[src/rtl/imm_gen_pkg.sv]
// Shared definitions for the pipelined RISC-V immediate generator:
// opcode constants, immediate format codes, skid-buffer state encoding.
package imm_gen_pkg;

    localparam int unsigned INSTR_W = 32;
    localparam int unsigned OPC_W   = 7;

    localparam logic [OPC_W-1:0] OP_LOAD   = 7'h03;
    localparam logic [OPC_W-1:0] OP_IMM    = 7'h13;
    localparam logic [OPC_W-1:0] OP_IMM32  = 7'h1B;
    localparam logic [OPC_W-1:0] OP_JALR   = 7'h67;
    localparam logic [OPC_W-1:0] OP_STORE  = 7'h23;
    localparam logic [OPC_W-1:0] OP_BRANCH = 7'h63;
    localparam logic [OPC_W-1:0] OP_LUI    = 7'h37;
    localparam logic [OPC_W-1:0] OP_AUIPC  = 7'h17;
    localparam logic [OPC_W-1:0] OP_JAL    = 7'h6F;
    localparam logic [OPC_W-1:0] OP_OP     = 7'h33;
    localparam logic [OPC_W-1:0] OP_SYSTEM = 7'h73;

    typedef enum logic [2:0] {
        FMT_NONE     = 3'd0,
        FMT_I        = 3'd1,
        FMT_S        = 3'd2,
        FMT_B        = 3'd3,
        FMT_U        = 3'd4,
        FMT_J        = 3'd5,
        FMT_R        = 3'd6,
        FMT_CSR_UIMM = 3'd7
    } imm_fmt_e;

    typedef enum logic [1:0] {
        SKID_EMPTY = 2'd0,
        SKID_ONE   = 2'd1,
        SKID_FULL  = 2'd2
    } skid_state_e;

    // Decode side-band carried alongside the immediate
    typedef struct packed {
        imm_fmt_e fmt;
        logic     illegal;
    } imm_meta_t;

    localparam imm_meta_t META_RST = '{fmt: FMT_NONE, illegal: 1'b0};

endpackage

[src/rtl/imm_gen_pipe_if.sv]
// Handshake bundle of the immediate generator: instruction in, immediate out.
// slave = generator side, master = producer/consumer side.
interface imm_gen_pipe_if
    import imm_gen_pkg::*;
#(
    parameter int unsigned XLEN = 32
) ();

    logic               in_valid_i;
    logic               in_ready_o;
    logic [INSTR_W-1:0] instr_i;
    logic               out_valid_o;
    logic               out_ready_i;
    logic [XLEN-1:0]    imm_o;
    imm_fmt_e           imm_fmt_o;
    logic               illegal_o;

    modport slave (
        input  in_valid_i,
        input  instr_i,
        input  out_ready_i,
        output in_ready_o,
        output out_valid_o,
        output imm_o,
        output imm_fmt_o,
        output illegal_o
    );

    modport master (
        output in_valid_i,
        output instr_i,
        output out_ready_i,
        input  in_ready_o,
        input  out_valid_o,
        input  imm_o,
        input  imm_fmt_o,
        input  illegal_o
    );

endinterface

[src/rtl/imm_decode.sv]
// Combinational opcode -> {immediate, format, illegal} decoder.
// Optional: define IMM_GEN_CSR_UIMM_EN to decode CSR*I zero-extended uimm
// and I-format SYSTEM immediates; otherwise SYSTEM is reported illegal.
module imm_decode
    import imm_gen_pkg::*;
#(
    parameter int unsigned XLEN = 32
) (
    input  logic [INSTR_W-1:0] i_instr,
    output logic [XLEN-1:0]    o_imm,
    output imm_fmt_e           o_fmt,
    output logic               o_illegal
);

    logic signed [31:0] w_imm32;
    imm_fmt_e           w_fmt;
    logic               w_illegal;

    // Format selection; every format is built as a signed 32-bit value first
    always_comb begin
        w_imm32   = 32'sd0;
        w_fmt     = FMT_NONE;
        w_illegal = 1'b1;
        case (i_instr[6:0])
            OP_LOAD, OP_IMM, OP_JALR: begin
                w_imm32   = {{20{i_instr[31]}}, i_instr[31:20]};
                w_fmt     = FMT_I;
                w_illegal = 1'b0;
            end
            OP_IMM32: begin
                if (XLEN == 64) begin
                    w_imm32   = {{20{i_instr[31]}}, i_instr[31:20]};
                    w_fmt     = FMT_I;
                    w_illegal = 1'b0;
                end
            end
            OP_STORE: begin
                w_imm32   = {{20{i_instr[31]}}, i_instr[31:25], i_instr[11:7]};
                w_fmt     = FMT_S;
                w_illegal = 1'b0;
            end
            OP_BRANCH: begin
                w_imm32   = {{19{i_instr[31]}}, i_instr[31], i_instr[7],
                             i_instr[30:25], i_instr[11:8], 1'b0};
                w_fmt     = FMT_B;
                w_illegal = 1'b0;
            end
            OP_LUI, OP_AUIPC: begin
                w_imm32   = {i_instr[31:12], 12'b0};
                w_fmt     = FMT_U;
                w_illegal = 1'b0;
            end
            OP_JAL: begin
                w_imm32   = {{11{i_instr[31]}}, i_instr[31], i_instr[19:12],
                             i_instr[20], i_instr[30:21], 1'b0};
                w_fmt     = FMT_J;
                w_illegal = 1'b0;
            end
            OP_OP: begin
                w_fmt     = FMT_R;
                w_illegal = 1'b0;
            end
            OP_SYSTEM: begin
`ifdef IMM_GEN_CSR_UIMM_EN
                if (i_instr[14]) begin
                    w_imm32 = {27'b0, i_instr[19:15]};
                    w_fmt   = FMT_CSR_UIMM;
                end else begin
                    w_imm32 = {{20{i_instr[31]}}, i_instr[31:20]};
                    w_fmt   = FMT_I;
                end
                w_illegal = 1'b0;
`else
                w_fmt     = FMT_NONE;
                w_illegal = 1'b1;
`endif
            end
            default: begin
                w_fmt     = FMT_NONE;
                w_illegal = 1'b1;
            end
        endcase
    end

    // Signed size cast sign-extends to 64 bits when XLEN=64
    assign o_imm     = XLEN'(w_imm32);
    assign o_fmt     = w_fmt;
    assign o_illegal = w_illegal;

endmodule

[src/rtl/imm_gen_pipe.sv]
// Pipelined immediate generator: decoder followed by a main register and an
// optional skid register behind valid/ready handshakes.
// SKID_EN=1: 2-entry skid, in_ready_o from a flop. SKID_EN=0: single register.
// Optional feature macro (decoder): IMM_GEN_CSR_UIMM_EN.
module imm_gen_pipe
    import imm_gen_pkg::*;
#(
    parameter int unsigned XLEN    = 32,
    parameter bit          SKID_EN = 1'b1
) (
    input  logic          clk,
    input  logic          rst,
    input  logic          flush_i,
    imm_gen_pipe_if.slave bus
);

    logic [XLEN-1:0] w_dec_imm;
    imm_meta_t       w_dec_meta;
    imm_fmt_e        w_dec_fmt;
    logic            w_dec_illegal;

    skid_state_e     r_state;
    skid_state_e     w_state_nxt;
    logic            r_out_valid;
    logic            r_in_ready;
    logic [XLEN-1:0] r_main_imm;
    imm_meta_t       r_main_meta;
    logic [XLEN-1:0] r_skid_imm;
    imm_meta_t       r_skid_meta;

    logic            w_in_ready;
    logic            w_acc;
    logic            w_deq;
    logic            w_main_ld;
    logic            w_main_shift;
    logic            w_skid_ld;

    imm_decode #(
        .XLEN (XLEN)
    ) u_decode (
        .i_instr   (bus.instr_i),
        .o_imm     (w_dec_imm),
        .o_fmt     (w_dec_fmt),
        .o_illegal (w_dec_illegal)
    );

    assign w_dec_meta = '{fmt: w_dec_fmt, illegal: w_dec_illegal};

    // Without the skid register, ready must look through to the consumer
    assign w_in_ready = SKID_EN ? r_in_ready : (!r_out_valid || bus.out_ready_i);
    assign w_acc      = bus.in_valid_i && w_in_ready;
    assign w_deq      = r_out_valid && bus.out_ready_i;

    // State register
    always_ff @(posedge clk) begin
        if (rst) begin
            r_state <= SKID_EMPTY;
        end else begin
            r_state <= w_state_nxt;
        end
    end

    // Next-state and data-move strobes; flush wins over any accept
    always_comb begin
        w_state_nxt  = r_state;
        w_main_ld    = 1'b0;
        w_main_shift = 1'b0;
        w_skid_ld    = 1'b0;
        if (flush_i) begin
            w_state_nxt = SKID_EMPTY;
        end else begin
            case (r_state)
                SKID_EMPTY: begin
                    if (w_acc) begin
                        w_state_nxt = SKID_ONE;
                        w_main_ld   = 1'b1;
                    end
                end
                SKID_ONE: begin
                    if (w_acc && w_deq) begin
                        w_main_ld   = 1'b1;
                    end else if (w_acc) begin
                        w_state_nxt = SKID_FULL;
                        w_skid_ld   = 1'b1;
                    end else if (w_deq) begin
                        w_state_nxt = SKID_EMPTY;
                    end
                end
                SKID_FULL: begin
                    if (w_deq) begin
                        w_state_nxt  = SKID_ONE;
                        w_main_shift = 1'b1;
                    end
                end
                default: begin
                    w_state_nxt = SKID_EMPTY;
                end
            endcase
        end
    end

    // Output/skid registers; reset and flush return everything to idle values
    always_ff @(posedge clk) begin
        if (rst || flush_i) begin
            r_out_valid <= 1'b0;
            r_in_ready  <= 1'b1;
            r_main_imm  <= '0;
            r_main_meta <= META_RST;
            r_skid_imm  <= '0;
            r_skid_meta <= META_RST;
        end else begin
            r_out_valid <= (w_state_nxt != SKID_EMPTY);
            r_in_ready  <= (w_state_nxt != SKID_FULL);
            if (w_main_ld) begin
                r_main_imm  <= w_dec_imm;
                r_main_meta <= w_dec_meta;
            end else if (w_main_shift) begin
                r_main_imm  <= r_skid_imm;
                r_main_meta <= r_skid_meta;
            end
            if (w_skid_ld) begin
                r_skid_imm  <= w_dec_imm;
                r_skid_meta <= w_dec_meta;
            end
        end
    end

    assign bus.in_ready_o  = w_in_ready;
    assign bus.out_valid_o = r_out_valid;
    assign bus.imm_o       = r_main_imm;
    assign bus.imm_fmt_o   = r_main_meta.fmt;
    assign bus.illegal_o   = r_main_meta.illegal;

endmodule

[src/flat_wrapper.sv]
// flat-port wrapper written by rule: the top's interface ports become plain ports
module imm_gen_pipe_flat import imm_gen_pkg::*;
#(
    parameter int unsigned XLEN    = 32,
    parameter bit          SKID_EN = 1'b1
)
  (clk, rst, flush_i, bus_in_valid_i, bus_instr_i, bus_out_ready_i, bus_in_ready_o, bus_out_valid_o, bus_imm_o, bus_imm_fmt_o, bus_illegal_o);
  imm_gen_pipe_if #(.XLEN(XLEN)) bus_i ();
  input  logic clk;
  input  logic rst;
  input  logic flush_i;
  input wire logic [$bits(bus_i.in_valid_i)-1:0] bus_in_valid_i;
  input wire logic [$bits(bus_i.instr_i)-1:0] bus_instr_i;
  input wire logic [$bits(bus_i.out_ready_i)-1:0] bus_out_ready_i;
  output wire logic [$bits(bus_i.in_ready_o)-1:0] bus_in_ready_o;
  output wire logic [$bits(bus_i.out_valid_o)-1:0] bus_out_valid_o;
  output wire logic [$bits(bus_i.imm_o)-1:0] bus_imm_o;
  output wire logic [$bits(bus_i.imm_fmt_o)-1:0] bus_imm_fmt_o;
  output wire logic [$bits(bus_i.illegal_o)-1:0] bus_illegal_o;
  assign bus_i.in_valid_i = bus_in_valid_i;
  assign bus_i.instr_i = bus_instr_i;
  assign bus_i.out_ready_i = bus_out_ready_i;
  assign bus_in_ready_o = bus_i.in_ready_o;
  assign bus_out_valid_o = bus_i.out_valid_o;
  assign bus_imm_o = bus_i.imm_o;
  assign bus_imm_fmt_o = bus_i.imm_fmt_o;
  assign bus_illegal_o = bus_i.illegal_o;
  imm_gen_pipe #(.XLEN(XLEN), .SKID_EN(SKID_EN)) u_core (.clk(clk), .rst(rst), .flush_i(flush_i), .bus(bus_i));
endmodule
[config.mk]
export PLATFORM = sky130hd
export DESIGN_NAME = imm_gen_pipe_flat
export DESIGN_NICKNAME = d
export VERILOG_FILES = /design/src/rtl/imm_gen_pkg.sv /design/src/rtl/imm_gen_pipe_if.sv /design/src/rtl/imm_decode.sv /design/src/rtl/imm_gen_pipe.sv /design/src/flat_wrapper.sv
export SDC_FILE = /design/constraint.sdc
export NUM_CORES = 1
export LEC_CHECK = 0
export ABC_AREA = 1
export CORE_ASPECT_RATIO = 0.5
export CORE_MARGIN = 2
export CORE_UTILIZATION = 58
export DETAILED_ROUTE_END_ITERATION = 16
export PLACE_DENSITY = 0.95
export SYNTH_ARGS = -nofsm -noshare
export SYNTH_HDL_FRONTEND = slang
export SYNTH_HIERARCHICAL = 1
export SYNTH_SLANG_ARGS = --single-unit
export TNS_END_PERCENT = 5
[constraint.sdc]
create_clock -name clk -period 4.33 [get_ports clk]
set_clock_uncertainty 0.05 [all_clocks]
set_input_delay 1.299 -clock clk [delete_from_list [all_inputs] [get_ports clk]]
set_output_delay 1.299 -clock clk [all_outputs]
set_load 0.02 [all_outputs]
## Word-level counts from Yosys, hierarchy flattened

Cells that the tools add are included.
Widths: inputs -> output; s select.

- Input bits: 37
- Flip-flop bits (word level): 76
- Output and inout bits: 38

- Multiplexer cells: 24
- Equality and inequality tests: 12
- Reduce and logical (&&, ||, !) cells: 10

Operators with widths:

| operator | count |
|---|---|
| $pmux 32 s5 | 1 |
| $mux 32 | 2 |
| $eq 7x6->1 const B | 3 |
| $eq 7x7->1 const B | 3 |
| $pmux 3 s6 | 1 |
| $eq 7x5->1 const B | 2 |
| $mux 2 | 6 |
| $mux 1 | 10 |
| $reduce_or 9->1 | 1 |
| $mux 4 | 2 |
| $eq 7x2->1 const B | 1 |
| $pmux 2 s3 | 1 |
| $reduce_bool 2->1 | 2 |
| $logic_and 1x1->1 | 3 |
| $reduce_or 3->1 | 1 |
| $eq 2x1->1 const B | 1 |
| $eq 2x2->1 const B | 1 |
| $logic_not 2->1 | 1 |
| $ne 2x2->1 const B | 1 |
| $pmux 1 s2 | 1 |
| $reduce_or 2->1 | 1 |
| $logic_or 1x1->1 | 1 |

## Depth between registers and ports, before layout

Gate-level depths: netlist of run 1.

- Depth in word-level cells: 7
- Depth in mapped cells: 12
- Gate-level depth less buffers: 12

## Hierarchy

The synthesis of run 1 kept the hierarchy.

Modules (own cells, without submodules):

| module | area each (um^2) | times used | cells an instance |
|---|---|---|---|
| imm_gen_pipe | 3816.2 | 1 | 504 |
| imm_decode | 783.3 | 1 | 171 |

## Worst setup path before layout of run 1

Ideal clock, no wire load.

- Path type: input -> register
- Start: in bus_instr_i[1]
- End: reg u_core.r_main_imm[21] (netlist: u_core/bus.imm_o[21])
- Required time: 4214 ps
- Stages: 11
- Arrival time: 2354 ps
- Library setup time: 66 ps
- Path slack: 1860 ps
- Cell sequence: nand2_1 > nor2_1 > nand3_1 > nand2_1 > inv_1 > buf_6 > nand3_1 > inv_1 > nand3_1 > nand2_1 > a21oi_2

- Cells in the longest elaborated chain, start to end: 4
- Elaborated cells on any way between the ends: 12

Ends and longest elaborated chain:

| element | RTL line | text |
|---|---|---|
| start, declared | flat_wrapper.sv:13 | `input wire logic [$bits(bus_i.instr_i)-1:0] bus_instr_i;` |
| $eq 7x2->1 (tied with other cells) | imm_decode.sv:24 | `case (i_instr[6:0])` |
| $reduce_or 3->1 or $reduce_or 2->1 (tied branches) | imm_decode.sv:24 |  |
| $pmux 32 s5 (*) | imm_decode.sv:24 |  |
| named net u_core.w_dec_imm[21] | imm_gen_pipe.sv:17 | `logic [XLEN-1:0] w_dec_imm;` |
| $mux 32 (*) | imm_gen_pipe.sv:114 | `if (w_main_ld) begin` |
| end signal, assigned | imm_gen_pipe.sv:115 | `r_main_imm <= w_dec_imm;` |
| end signal, assigned | imm_gen_pipe.sv:118 | `r_main_imm <= r_skid_imm;` |
| end, declared | imm_gen_pipe.sv:26 | `logic [XLEN-1:0] r_main_imm;` |

The timed path passes the listed nets; every way through them passes the cells marked *.
A chain may end at the register's enable or synchronous reset.

## Worst setup path in the final report of run 1

- Start: in bus_instr_i[1]
- End: reg u_core.r_main_imm[27] (netlist: u_core/bus.imm_o[27])

The elaborated chain is that of the path after synthesis.

==> results of run 1 <==
-- report_power, final --
group	internal, mW	total (mW)	switching [mW]
Combinational	0.0901	0.232	0.141
Clock	0.376	0.654	0.278
Sequential	0.713	0.722	0.00873
-- cells by family (layout without fill, tap and decap cells) --
kind of cell           Yosys count  in the layout  synth area share (%)
and+or+nand+nor                415            415                  43.2
buffers and inverters          108            156                  13.1
AOI/OAI and AO/OA               76             76                  10.6
DFF                             76             76                  33.1
-- metal layers --
layer | GRT usage (%) | wire length [um] | up-vias
met1 | 39.3 | 5410 | 2091
met3 | 9.48 | 1070 | 17
met2 | 45.6 | 5420 | 216
met4 | 9.01 | 112 | 0
met5 | 0 | 0 | -
li1 | - | - | 2298
-- metrics by stage --
step	power (mW)	setup WS, ps	std cells
global route	1.66	1010	831
CTS	1.61	1300	831
global placement	0.961	1010	818
finish	1.61	1220	831
floorplan	0.883	1860	675
detailed placement	0.964	956	818
-- state kept, by name, indices dropped and copies added, names as in the netlist --
| register | flops |
|---|---|
| u_core/bus.imm_o | 32 |
| u_core/r_skid_imm | 32 |
| u_core/r_skid_meta | 4 |
| u_core/bus.imm_fmt_o | 3 |
| u_core/r_state | 2 |
| u_core/bus.illegal_o | 1 |
| u_core/bus.in_ready_o | 1 |
| u_core/bus.out_valid_o | 1 |
-- cell usage in the layout (no fill, tap or decap), drive strengths merged --
cell	netlist	routed
a21oi	39	39
buf	46	8
clkbuf	1	10
clkdlybuf4s50	0	74
clkinv	1	3
clkinvlp	0	1
dfxtp	76	76
inv	60	60
nand2	156	156
nand3	119	119
nand4	38	38
nor2	102	102
o211ai	1	1
o21ai	36	36
-- layout make-up --
type | instances | area (sq um)
multi-input cells | 491 | 2480
fillers | 600 | 2100
flip-flops and latches | 76 | 1520
repair buffers | 82 | 801
inverters | 61 | 231
clock buffers | 10 | 229
well taps | 108 | 135
clock inverters | 3 | 17.5
-- final timing paths --
path              depth (start not counted)                   end  slack (ps)
setup / recovery                         11  u_core/bus.imm_o[27]        1220
hold / removal                            2  u_core/bus.imm_o[15]         430
setup reg to reg                          6  u_core/bus.imm_o[28]        2190
hold reg to reg                           2  u_core/bus.imm_o[15]         430
-- worst max-delay path, delay by kind of cell --
family | cells | cell delay (ps)
buffers and inverters | 2 | 520
AO/OA/AOI/OAI | 1 | 120
AND/OR/NAND/NOR | 8 | 1400
==> impl_metrics.env, run 1 <==
export IMPL_die_area_sq_mm=0.00870
export IMPL_io_pins=75
export IMPL_grtUsageTotal_pct=29.5
export IMPL_first_pass_iters=5
export IMPL_route_detailed_wl_per_inst_um=14.5
export IMPL_synthDistinctLibCells=27
export IMPL_fp_dieH_um=67.0
export IMPL_cts_resized_gates=0
export IMPL_clkTransAtPathRegs_ps=60
export IMPL_hp_start="u_core/bus.imm_o[15]"
export IMPL_routed_via_density=5.56
export IMPL_power_density_mw_per_mm2=297
export IMPL_fmax_mhz=321
export IMPL_yosysMostFrequentCell="nand2_1"
export IMPL_rr_startpoint="u_core/r_state[1]"
export IMPL_portBuffers=74
export IMPL_synth_common_cells="nand2_1, nand3_1, nor2_1"
export IMPL_dpl_instance_area_sq_mm=0.00516
export IMPL_drt_wl_total_um=12000
export IMPL_ctsHoldBuffers=0
export IMPL_slew_viol_final=0
export IMPL_status="finished clean"
export IMPL_synth_nets=712
export IMPL_fin_util_pct=72.0
export IMPL_synth_area_per_cell_sq_um=6.81
export IMPL_crit_top_cell="nand2_1"
export IMPL_synthToLayoutAreaGrowth_pct=17.7
export IMPL_drtIter0Drc=609
export IMPL_cts_setup_buffers=0
export IMPL_yosys_warnings=6
export IMPL_core_rowCount=22
export IMPL_place_gp_congestion=0.979
export IMPL_hold_viol=0
export IMPL_numCtsBuffers=9
export IMPL_netlist_instances=675
export IMPL_path_cells="clkdlybuf4s50_1 -> nand2_1 -> nor2_2 -> nand2_1 -> nand2_4 -> nand2_4 -> nand3_1 -> inv_1 -> nand3_1 -> nand2_1 -> a21oi_2"
export IMPL_routed_via_count=4622
export IMPL_cts_sinks=76
export IMPL_grt_pass1_vias=4106
export IMPL_criticalPathCategory="input port to flop"
export IMPL_grt_first_pass_wirelength_um=19900
export IMPL_drive_gt1_share_pct=11.5
export IMPL_ant_nets=0
export IMPL_worstMarginPinSlew_ps=873
export IMPL_finalCritPeriodShare_pct=71.9
export IMPL_yosysTopAreaCell="dfxtp_1"
export IMPL_root_buffer="clkbuf_16"
export IMPL_synth_main_ff_cell="dfxtp_1"
export IMPL_yosysSeqAreaShare_pct=33.1
export IMPL_fin_nets=758
export IMPL_n_antenna_cell=0
export IMPL_die_w_um=130
export IMPL_cap_violations=0
export IMPL_arrival_ps=3340
export IMPL_tns_ps=0
export IMPL_power_leakage_nw=2.23
export IMPL_antenna_found_initial=0
export IMPL_rsz0062_at_grt="no"
export IMPL_htreeDepth=3
export IMPL_core_area_sq_mm=0.00751
export IMPL_hp_class="flop to flop"
export IMPL_tritoncts="built"
export IMPL_synth_edff_count=0
export IMPL_final_area_sq_mm=0.00541
export IMPL_cp_required_ps=4560
export IMPL_drcViolationCount=0
export IMPL_cp_start_kind="input port"
export IMPL_grt_max_degree=73
export IMPL_final_min_clock_period_ps=3110
export IMPL_ir_drop_mv=0.218
export IMPL_slowest_stage="clkdlybuf4s50_1"
export IMPL_slew_headroom_pct=41.7
export IMPL_ys_top_cells_by_area="dfxtp_1, nand2_1, nand3_1"
export IMPL_cp_max_fo=13
export IMPL_async_reset_ff_share_pct=0
export IMPL_synth_top_cell_area_share_pct=33.1
export IMPL_clockBufferDepth=2
export IMPL_cpPeakStageDelay_ps=460
export IMPL_worstSkewPairLatency_ps=340
export IMPL_post_dp_hpwl_um=7800
export IMPL_synth_area_sq_mm=0.00460
export IMPL_synth_seq_cells=76
export IMPL_start_util_pct=61.2
export IMPL_end_kind="flop"
export IMPL_grt_overflow_total=0
export IMPL_worstSetupStartpoint="bus_instr_i[1]"
export IMPL_hold_slack_ps=430
export IMPL_finalSetupViolCount=0
(Power assumes the default switching activity.)
==> run 2, diff against run 1 <==
--- a/config.mk
+++ b/config.mk
@@ -8,9 +8,9 @@
 export ABC_AREA = 1
 export CORE_ASPECT_RATIO = 0.5
 export CORE_MARGIN = 2
-export CORE_UTILIZATION = 58
+export CORE_UTILIZATION = 49
 export DETAILED_ROUTE_END_ITERATION = 16
-export PLACE_DENSITY = 0.95
+export PLACE_DENSITY = 0.86
 export SYNTH_ARGS = -nofsm -noshare
 export SYNTH_HDL_FRONTEND = slang
 export SYNTH_HIERARCHICAL = 1
==> constraint.sdc (replaced) <==
create_clock -name clk -period 2.6 [get_ports clk]
set_clock_uncertainty 0.05 [all_clocks]
set_input_delay 0.78 -clock clk [delete_from_list [all_inputs] [get_ports clk]]
set_output_delay 0.78 -clock clk [all_outputs]
set_load 0.02 [all_outputs]
==> run 2 against run 1 <==
  * Utilization is 7.7 points lower
  * Clock-buffer cell count did not move
  * Register-to-register slack worse by 1200 ps
  * Critical path type unchanged
  * Clock power grew 100%
  * Routed wire length is 6.7% higher
  * Total power grew 83%
  * Global-route usage decreased by 3.2 points
  * Cell count rose by 3.7%
  * Non-clock buffer count rose by 20
  * Critical endpoint is now u_core/bus.imm_o[16]
==> impl_metrics.env, run 2 (same netlist as run 1, synthesis figures left out) <==
export IMPL_status="finished clean"
export IMPL_core_area_sq_mm=0.00892
export IMPL_rsz0062_at_grt="no"
export IMPL_fin_util_pct=64.3
export IMPL_cpPeakStageDelay_ps=460
export IMPL_top_layer_used="met4"
export IMPL_rr_startpoint="u_core/r_state[1]"
export IMPL_hold_viol=0
export IMPL_slowest_stage="clkdlybuf4s50_1"
export IMPL_ir_drop_mv=0.344
export IMPL_worstSkewPairLatency_ps=350
export IMPL_drcViolationCount=0
export IMPL_io_pins=75
export IMPL_finalCritPeriodShare_pct=89.1
export IMPL_tritoncts="built"
export IMPL_met1Wirelength_um=5740
export IMPL_register_area_sq_mm=0.00152
export IMPL_clkTransAtPathRegs_ps=60
export IMPL_fmax_mhz=432
export IMPL_routed_via_count=4735
export IMPL_antenna_found_initial=0
export IMPL_grt_overflow_total=0
export IMPL_n_antenna_cell=0
export IMPL_r2r_end="u_core/bus.imm_o[10]"
export IMPL_synthToLayoutAreaGrowth_pct=24.6
export IMPL_cts_sinks=76
export IMPL_ctsHoldBuffers=0
export IMPL_post_dp_hpwl_um=8580
export IMPL_hold_slack_ps=430
export IMPL_die_w_um=141
export IMPL_layout_common_cells="nand2_1, nand3_1, nor2_1"
export IMPL_htreeDepth=3
export IMPL_route_detailed_wl_per_inst_um=14.9
export IMPL_finalSetupViolCount=0
export IMPL_place_gp_congestion=1.00
export IMPL_worstMarginPinSlew_ps=447
export IMPL_drtIter0Drc=578
export IMPL_path_buf_inv=2
export IMPL_slew_headroom_pct=70.2
export IMPL_grt_first_pass_wirelength_um=21100
export IMPL_root_buffer="clkbuf_16"
export IMPL_start_util_pct=51.6
export IMPL_cts_resized_gates=0
export IMPL_drive_gt1_share_pct=14.1
export IMPL_placed_cells=847
export IMPL_grt_pass1_vias=4331
export IMPL_grtUsageTotal_pct=26.2
export IMPL_path_cells="clkdlybuf4s50_1 -> nand2_1 -> nor2_2 -> nand2_1 -> nand2_1 -> nand2_1 -> nand2_1 -> inv_1 -> nand3_1 -> nand2_1 -> a21oi_2"
export IMPL_clockBufferDepth=2
export IMPL_fp_dieH_um=72.5
export IMPL_path_delay_family="simple AND/OR/NAND/NOR gates"
export IMPL_multi_input_area_sq_mm=0.00248
export IMPL_arrival_ps=2550
export IMPL_die_area_sq_mm=0.0102
export IMPL_wl_met3_um=1210
export IMPL_grt_max_degree=40
export IMPL_hp_start="u_core/bus.imm_o[11]"
export IMPL_fin_nets=778
export IMPL_ant_nets=0
export IMPL_numCtsBuffers=9
export IMPL_final_min_clock_period_ps=2320
export IMPL_cp_start_kind="input port"
export IMPL_core_rowCount=24
export IMPL_portBuffers=74
export IMPL_final_cells=862
export IMPL_cp_max_fo=8
export IMPL_power_leakage_nw=2.40
export IMPL_slew_viol_final=0
export IMPL_reg2regPathDepth=5
export IMPL_end_kind="flop"
export IMPL_criticalPathCategory="input port to flop"
export IMPL_fillCellCount=752
export IMPL_crit_top_cell="nand2_1"
export IMPL_tns_ps=0
export IMPL_wl_met2_um=5680
export IMPL_min_to="u_core/bus.imm_o[11]"
export IMPL_worstSetupStartpoint="bus_instr_i[0]"
export IMPL_holdPathStages=2
export IMPL_hp_class="flop to flop"
export IMPL_cts_setup_buffers=0
export IMPL_power_density_mw_per_mm2=514
export IMPL_rrSetupSlack_ps=1020
export IMPL_routed_via_density=5.49
export IMPL_first_pass_iters=5
export IMPL_cp_required_ps=2830
export IMPL_final_common_cell="nand2_1"
export IMPL_cap_violations=0
export IMPL_drt_wl_total_um=12800
run 2: worst max-delay path by stage:
stage	to	slack [ps]	cells past startpoint
after global placement	u_core/bus.imm_o[14]	90	11
after floorplan	u_core/bus.imm_o[21]	650	11
final	u_core/bus.imm_o[16]	280	11
after detailed placement	u_core/bus.imm_o[16]	-9	11
after global routing	u_core/bus.imm_o[16]	160	11
after CTS	u_core/bus.imm_o[16]	340	11
run 2: per-stage QoR:
| step | power [mW] | instance area, sq um | setup WS, ps |
|---|---|---|---|
| global placement | 1.63 | 5430 | 92.1 |
| CTS | 2.95 | 5730 | 340 |
| finish | 2.94 | 5730 | 284 |
| floorplan | 1.47 | 4600 | 649 |
| detailed placement | 1.64 | 5430 | -9.42 |
| global route | 3.05 | 5730 | 160 |
run 2: cell type report:
type / count / area share [%]
multi-input combinational: 491 / 43.2
sequential: 76 / 26.5
clock buffer: 10 / 3.99
inverter: 61 / 4.04
timing repair buffer: 102 / 18.3
clock inverter: 5 / 1.35
tap: 117 / 2.55
run 2: metal layers:
layer / global-route usage [%] / vias to the layer above
met5: 0 / -
met4: 7.89 / 0
met3: 8.78 / 20
met2: 41.1 / 236
met1: 34.8 / 2142
li1: - / 2337
run 2: worst reg2reg max path: cells and delay by family (launching register included):
kind                   cells  cell delay [ps]
flip-flops                 1              400
AO/OA/AOI/OAI              1               90
buffers and inverters      2              640
AND/OR/NAND/NOR            2              260
run 2: power by group:
part	total (mW)	switching, mW	internal [mW]
logic	0.417	0.245	0.172
registers	1.20	0.0149	1.19
clock network	1.32	0.493	0.831
